===== src/rtl/seven_seg_scan_ctrl.sv =====
// Seven-segment scan controller: double-dabble sum->BCD, frame-synchronous display update; SEVEN_SEG_LZB_EN enables leading-zero blanking.
// Latency: capture to display register SUM_W+1 cycles; outputs registered one cycle behind dig_idx.
// Backpressure: none; free-running scan, inputs sampled only when the converter is idle.
module seven_seg_scan_ctrl #(
  parameter int NUM_DIGITS = 8,
  parameter int SUM_W      = 8,
  parameter int SUM_DIGITS = 3,
  parameter int CANDY_W    = 3,
  parameter int SCAN_DIV   = 50000
) (
  input  logic                  clk,
  input  logic                  reset,
  input  logic [SUM_W-1:0]      sum,
  input  logic [CANDY_W-1:0]    candy_sum,
  output logic [3:0]            data_out,
  output logic [NUM_DIGITS-1:0] display_column
);
  localparam int PRE_W  = (SCAN_DIV > 1) ? $clog2(SCAN_DIV) : 1;
  localparam int IDX_W  = (NUM_DIGITS > 1) ? $clog2(NUM_DIGITS) : 1;
  localparam int STEP_W = $clog2(SUM_W + 1);
  localparam int BCD_W  = 4 * SUM_DIGITS;

  typedef enum logic [1:0] {IDLE, SHIFT, COMMIT} state_t;

  logic [PRE_W-1:0]      pre_cnt;
  logic [IDX_W-1:0]      dig_idx;
  logic                  tick;
  logic                  frame_start;
  state_t                state;
  logic                  init_pend;
  logic [SUM_W-1:0]      shift_reg;
  logic [CANDY_W-1:0]    cap_candy;
  logic [CANDY_W-1:0]    disp_candy;
  logic [BCD_W-1:0]      bcd;
  logic [BCD_W-1:0]      bcd_adj;
  logic [BCD_W-1:0]      disp_bcd;
  logic [STEP_W-1:0]     step_cnt;
  logic [3:0]            dig_val [NUM_DIGITS];
  logic [NUM_DIGITS-1:0] dig_en;

  assign tick        = (pre_cnt == PRE_W'(SCAN_DIV - 1));
  assign frame_start = tick && (dig_idx == IDX_W'(NUM_DIGITS - 1));

  always_ff @(posedge clk or negedge reset) begin
    if (!reset) begin
      pre_cnt <= '0;
      dig_idx <= '0;
    end else begin
      pre_cnt <= tick ? '0 : pre_cnt + PRE_W'(1);
      if (tick)
        dig_idx <= (dig_idx == IDX_W'(NUM_DIGITS - 1)) ? '0 : dig_idx + IDX_W'(1);
    end
  end

  always_comb begin
    bcd_adj = bcd;
    for (int k = 0; k < SUM_DIGITS; k++)
      if (bcd[4*k +: 4] >= 4'd5)
        bcd_adj[4*k +: 4] = bcd[4*k +: 4] + 4'd3;
  end

  // Display registers only change in COMMIT, so a column never shows a half-converted value.
  always_ff @(posedge clk or negedge reset) begin
    if (!reset) begin
      state      <= IDLE;
      init_pend  <= 1'b1;
      shift_reg  <= '0;
      cap_candy  <= '0;
      bcd        <= '0;
      step_cnt   <= '0;
      disp_bcd   <= '0;
      disp_candy <= '0;
    end else begin
      case (state)
        IDLE: begin
          if (frame_start || init_pend) begin
            shift_reg <= sum;
            cap_candy <= candy_sum;
            bcd       <= '0;
            step_cnt  <= '0;
            init_pend <= 1'b0;
            state     <= SHIFT;
          end
        end
        SHIFT: begin
          bcd       <= BCD_W'({bcd_adj, shift_reg[SUM_W-1]});
          shift_reg <= shift_reg << 1;
          step_cnt  <= step_cnt + STEP_W'(1);
          if (step_cnt == STEP_W'(SUM_W - 1))
            state <= COMMIT;
        end
        COMMIT: begin
          disp_bcd   <= bcd;
          disp_candy <= cap_candy;
          state      <= IDLE;
        end
        default: state <= IDLE;
      endcase
    end
  end

  always_comb begin
    for (int k = 0; k < NUM_DIGITS; k++) begin
      dig_val[k] = 4'hF;
      dig_en[k]  = 1'b0;
    end
    for (int k = 0; k < SUM_DIGITS; k++) begin
      dig_val[k] = disp_bcd[4*k +: 4];
      dig_en[k]  = 1'b1;
    end
    dig_val[NUM_DIGITS-1] = 4'(disp_candy);
    dig_en[NUM_DIGITS-1]  = 1'b1;
`ifdef SEVEN_SEG_LZB_EN
    begin
      logic lz;
      lz = 1'b1;
      // Walk down from the top sum digit; blank while everything above is zero.
      for (int k = SUM_DIGITS - 1; k >= 1; k--) begin
        lz = lz && (disp_bcd[4*k +: 4] == 4'd0);
        if (lz)
          dig_en[k] = 1'b0;
      end
    end
`endif
  end

  always_ff @(posedge clk or negedge reset) begin
    if (!reset) begin
      data_out       <= 4'h0;
      display_column <= '1;
    end else if (dig_en[dig_idx]) begin
      data_out       <= dig_val[dig_idx];
      display_column <= ~(NUM_DIGITS'(1) << dig_idx);
    end else begin
      data_out       <= 4'hF;
      display_column <= '1;
    end
  end

endmodule


===== config.mk =====
export PLATFORM = sky130hd
export DESIGN_NAME = seven_seg_scan_ctrl
export DESIGN_NICKNAME = d
export VERILOG_FILES = /design/src/rtl/seven_seg_scan_ctrl.sv
export SDC_FILE = /design/constraint.sdc
export NUM_CORES = 1
export LEC_CHECK = 0
export CAP_MARGIN = 20
export CORE_MARGIN = 1.5
export CORE_UTILIZATION = 49
export CTS_CLUSTER_DIAMETER = 100
export DETAILED_ROUTE_END_ITERATION = 7
export HOLD_SLACK_MARGIN = 0.03
export MAX_ROUTING_LAYER = met4
export PLACE_DENSITY = 0.76
export SYNTH_ARGS = -nofsm -noshare
export SYNTH_HDL_FRONTEND = slang
export SYNTH_SLANG_ARGS = --single-unit

===== constraint.sdc =====
create_clock -name clk -period 4.23 [get_ports clk]
set_input_delay 0.423 -clock clk [delete_from_list [all_inputs] [get_ports clk]]
set_output_delay 0.423 -clock clk [all_outputs]
set_load 0.02 [all_outputs]

==> flow_metrics.tcl, run 1 <==
set metrics [dict create \
    top_register "pre_cnt" \
    gp_congestion 0.776 \
    crit_type "register to register" \
    placed_cell_area_sq_mm 0.00384 \
    hold_class "input pin to asynchronous set/reset pin" \
    required_ps 4470 \
    max_freq_ghz 0.371 \
    whs_ps 83.6 \
    cts_resized 0 \
    drtIter0Drc 176 \
    die_x_um 87.9 \
    coreArea_sq_mm 0.00687 \
    routed_wl_um 6430 \
    synth_cells 317 \
    diodes 0 \
    synth-edff-count 0 \
    synthArstFlopShare 1.00 \
    setup-violations-final 0 \
    initial_utilization 0.514 \
    synth_area_per_cell_sq_um 11.1 \
    multi_input_area_sq_mm 0.00152 \
    layout_commonest_cell "dfrtp_1" \
    finalCriticalPeriod_ps 2700 \
    post_synth_main_area_contributors "dfrtp_1, dfstp_2, mux2_2" \
    finalSetupTns_ps 0 \
    rsz0062_at_grt "no" \
    register_area_sq_mm 0.00191 \
    maxCapViolCount 0 \
    numCtsBuffers 9 \
    final_area_sq_mm 0.00410 \
    r2r_setup_slack_ps 1530 \
    grt_pass1_wl_um 10700 \
    yosysWarnings 0 \
    cts_hold_buf 0 \
    syn_area_sq_mm 0.00353 \
    die_y_um 87.9 \
    drv_slew 0 \
    layout_common_cells "dfrtp_1, nand2_1, nor2_1, clkdlybuf4s50_1" \
    grt_max_degree 47 \
    fin_ws_ps 1530 \
    drt_pre_antenna_iters 4 \
    insertion_delay_ps 350 \
    antenna_found_initial 0 \
    cts_tree "done" \
    leakage_nw 1.87 \
    cts_root_buffer "clkbuf_8" \
    synth-seq-cells 76 \
    reg.largest.list "pre_cnt (16), bcd (12), disp_bcd (12)" \
    die-area_sq_mm 0.00772 \
    cts_max_level 3 \
    p_per_area_mw_per_mm2 335 \
    crit_arrival_ps 2940 \
    fin_worst_skew_ps 8.35 \
    synth_flop_cell "dfrtp_1" \
    gr-total-overflow 0 \
    worstSetupEndpointType "register" \
    clock_path_buffers 2 \
    ir_worst_vdd_uv 226 \
    drt.antenna.violating_nets 0 \
    wl_per_cell_um 14.5 \
    post-cts-setup-buffers 0 \
    dp_hpwl_um 4350 \
    tightest_slew_ps 1080 \
    cts.sinks 76 \
    synth_seq_area_share 0.542 \
    nets 372 \
    drive_above_1_share 0.138 \
    synthToLayoutAreaGrowth_pct 16.0 \
    rows 30 \
    slew_headroom 0.276 \
    grtUsageTotal 0.187 \
    worst-path-max-fanout 10 \
    synth_cell_types 39 \
    power.total_mw 1.37 \
    largest_reg_flops 16 \
    num-fill-cells 572 \
    portBuffers 24 \
    outcome "completed" \
    ios 25 \
    timing.final.crit_share 0.638 \
    grt_pass1_vias 2343 \
    synth_top_cell_area_share 0.475 \
    post-place-ws_ps 1530 \
    syn-num-nets 345 \
    clk_pin_slew_ps 80 \
    drc 0 \
    vias_per_cell 5.46 \
    yosysTopAreaCell "dfrtp_1" \
    hold_viol 0 \
    start_kind "register" \
    vias 2429 \
]
critical path, stage by stage, from the launching register on:
cell	delay (ps)
dfrtp_1	550
ha_1	360
ha_1	280
nand4_1	100
o41a_1	550
nor3_2	360
mux2_2	380
Yosys cell counts (all sizes together) (3+ instances only):
library cell,number
dfrtp,67
ha,15
nand3,10
a21oi,11
a2bb2oi,3
o21ai,17
mux2,17
nor3,5
a221o,4
dfstp,9
a22o,14
inv,12
nand2,37
nand2b,7
xnor2,9
mux2i,9
xor2,7
nor2,24
o31ai,3
nand4,4
clkbuf,9
layout make-up:
type	count	area share
Inverter	13	0.0119
Clock buffer	11	0.0345
Sequential cell	76	0.467
Multi-Input combinational cell	217	0.371
Clock inverter	5	0.0205
Timing Repair Buffer	27	0.0660
Tap cell	96	0.0293
power by group:
group          leakage [nW]  internal (mW)  switching (mW)  total (mW)
registers              1.02          0.726               0       0.726
logic                 0.751         0.0121          0.0163      0.0283
clock network         0.106          0.350           0.266       0.616
total                  1.87           1.09           0.282        1.37
cells by family after synthesis:
logic type | after synthesis | synth area share
compound gates | 61 | 0.122
xor+xnor | 16 | 0.0397
fa+ha+maj | 15 | 0.0532
buf+inv | 24 | 0.0298
flops | 76 | 0.542
mux | 26 | 0.0798
simple gates | 99 | 0.133
stage by stage:
stage          instances  utilization
6_report             445        0.596
3_3_place_gp         427        0.559
3_5_place_dp         427        0.559
5_1_grt              445        0.596
4_1_cts              443        0.592
2_1_floorplan        317            -
final timing paths:
check	endpoint	cells after the start	startpoint
max	cap_candy[1]	6	dig_idx[0]
max reg2reg	cap_candy[1]	6	dig_idx[0]
min in group clk	init_pend	2	init_pend
min reg2reg	init_pend	2	init_pend
max in group asynchronous	disp_bcd[11]	3	reset
min	display_column[0]	1	reset
metal layers:
layer	track usage	share of wire	wire length (um)	vias to the layer above
met1	0.229	0.47	3030	1212
met2	0.295	0.48	3100	34
met3	0.0556	0.029	188	13
li1	-	-	-	1170
met4	0.0649	0.018	117	0
met5	-	0	0	-
(Power assumes the default switching activity.)
==> inputs of run 2 (changes only) <==
PLACE_DENSITY = 0.79   (was 0.76)
clock period = 2.45 ns   (was 4.23 ns; I/O delays follow)
==> run 2 against run 1 <==
- cell count increased by 2.0%
- global-route usage increased by 0.64 points
- fmax increased by 19%
- count of clock-buffer cells in the layout increased by 2
- die area unchanged
- largest cell class unchanged
- power increased by 69%
==> flow_metrics.tcl, run 2 (synthesis results as in run 1) <==
set metrics [dict create \
    portBuffers 24 \
    grtUsageTotal 0.193 \
    initial_utilization 0.514 \
    power_switching_share 0.202 \
    worst-path-max-fanout 8 \
    clock_path_buffers 2 \
    cts.sinks 76 \
    hold_class "input pin to asynchronous set/reset pin" \
    clk_pin_slew_ps 80 \
    insertion_delay_ps 350 \
    fin_worst_skew_ps 7.58 \
    worstPathCellList "or4b_1 -> o41a_1 -> buf_4 -> a21oi_1 -> a2bb2oi_1" \
    cp.buffers_inverters 1 \
    drtIter0Drc 130 \
    rsz0062_at_grt "no" \
    layout.cells.non_filler 454 \
    grt_max_degree 77 \
    gr-total-overflow 0 \
    numCtsBuffers 9 \
    ir_worst_vdd_uv 274 \
    finalCriticalPeriod_ps 2260 \
    timing.final.crit_share 0.922 \
    antenna_found_initial 0 \
    drive_above_1_share 0.159 \
    final_area_sq_mm 0.00416 \
    slew_headroom 0.627 \
    max_stage_delay_ps 570 \
    layout_commonest_cell "dfrtp_1" \
    wl_per_cell_um 13.8 \
    crit_type "register to register" \
    largest_reg_flops 16 \
    p_comb_frac 0.021 \
    drt.antenna.violating_nets 0 \
    post-cts-setup-buffers 0 \
    setup-violations-final 0 \
    diodes 0 \
    cts_tree "done" \
    coreArea_sq_mm 0.00687 \
    routed_wl_um 6240 \
    vias 2418 \
    top_register "pre_cnt" \
    reg.largest.list "pre_cnt (16), bcd (12), disp_bcd (12)" \
    layout_common_cells "dfrtp_1, nand2_1, nor2_1, clkdlybuf4s50_1" \
    die_y_um 87.9 \
    synthToLayoutAreaGrowth_pct 17.9 \
    dp_hpwl_um 4280 \
    grt_pass1_vias 2423 \
    nets 381 \
    max_freq_ghz 0.443 \
    leakage_nw 1.92 \
    clkPwrFrac 0.439 \
    drc 0 \
    ios 25 \
    post-place-ws_ps 213 \
    start_kind "register" \
    p_sw_uw 469 \
    crit_path_start "pre_cnt[4]" \
    required_ps 2710 \
    drv_slew 0 \
    placed_cell_area_sq_mm 0.00393 \
    die-area_sq_mm 0.00772 \
    fin_ws_ps 190 \
    vias_per_cell 5.33 \
    cts_max_level 3 \
    intPower_mw 1.86 \
    outcome "completed" \
    finalSetupTns_ps 0 \
    critical_path.top_delay_family "compound AO/OA/AOI/OAI gates" \
    worstSetupEndpointType "register" \
    seq_power_share 0.540 \
    rows 30 \
    drt_pre_antenna_iters 4 \
    placed_cells 437 \
    die_x_um 87.9 \
    grt_pass1_wl_um 11000 \
    tightest_slew_ps 559 \
    hold_viol 0 \
    gp_congestion 0.805 \
    r2r-start "pre_cnt[4]" \
    slowest_stage "or4b_1" \
    p_per_area_mw_per_mm2 558 \
    cts_root_buffer "clkbuf_8" \
    maxCapViolCount 0 \
    crit_arrival_ps 2520 \
]
[run 2: worst register-to-register path, cell delays in order, from the launching register on]
cell and delay [ps]:
dfrtp_1 410, or4b_1 570, o41a_1 490, buf_4 200, a21oi_1 290, a2bb2oi_1 200
[run 2: metal layers]
| metal | share of wire | up-vias | track usage |
|---|---|---|---|
| met5 | 0 | - | - |
| met2 | 0.46 | 43 | 0.280 |
| met4 | 0.017 | 0 | 0.0750 |
| met1 | 0.49 | 1172 | 0.249 |
| met3 | 0.029 | 10 | 0.0679 |
| li1 | - | 1193 | - |
[run 2: stage by stage]
stage               utilization  hold slack [ps]  power, mW
floorplan                     -            -50.6       1.28
global placement          0.572              306       1.33
detailed placement        0.572              314       1.33
CTS                       0.606              467       2.35
global route              0.606              492       2.42
finish                    0.606              455       2.32
[run 2: path summary, 6_finish.rpt]
| path | endpoint | slack [ps] | cells past startpoint |
|---|---|---|---|
| min in group clk | init_pend | 480 | 2 |
| min | data_out[2] | 460 | 3 |
| max reg2reg | shift_reg[4] | 190 | 5 |
| max | shift_reg[4] | 190 | 5 |
| min reg2reg | init_pend | 480 | 2 |
| max in group asynchronous | init_pend | 1640 | 3 |
[run 2: power by group through the flow]
stage	Sequential (mW)	Combinational, mW	Clock [mW]
3_5_place_dp	1.28	0.0494	0
3_3_place_gp	1.28	0.0486	0
2_1_floorplan	1.28	0.00145	0
5_1_grt	1.25	0.0548	1.11
6_report	1.25	0.0485	1.02
4_1_cts	1.25	0.0505	1.05
[run 2: final cells by class]
| cell class | count | area (sq um) |
|---|---|---|
| Clock buffer | 13 | 179 |
| Fill cell | 553 | 2710 |
| Timing Repair Buffer | 36 | 340 |
| Tap cell | 96 | 120 |
| Sequential cell | 76 | 1910 |
| Inverter | 13 | 48.8 |
| Clock inverter | 3 | 42.5 |
| Multi-Input combinational cell | 217 | 1520 |
[run 2: what timing repair did]
| item | in CTS | in global routing |
|---|---|---|
| hold buffers | 1 | 0 |
| resized for setup | 0 | 0 |
| hold endpoints to repair | 67 | 0 |
| setup endpoints to repair | 0 | 0 |
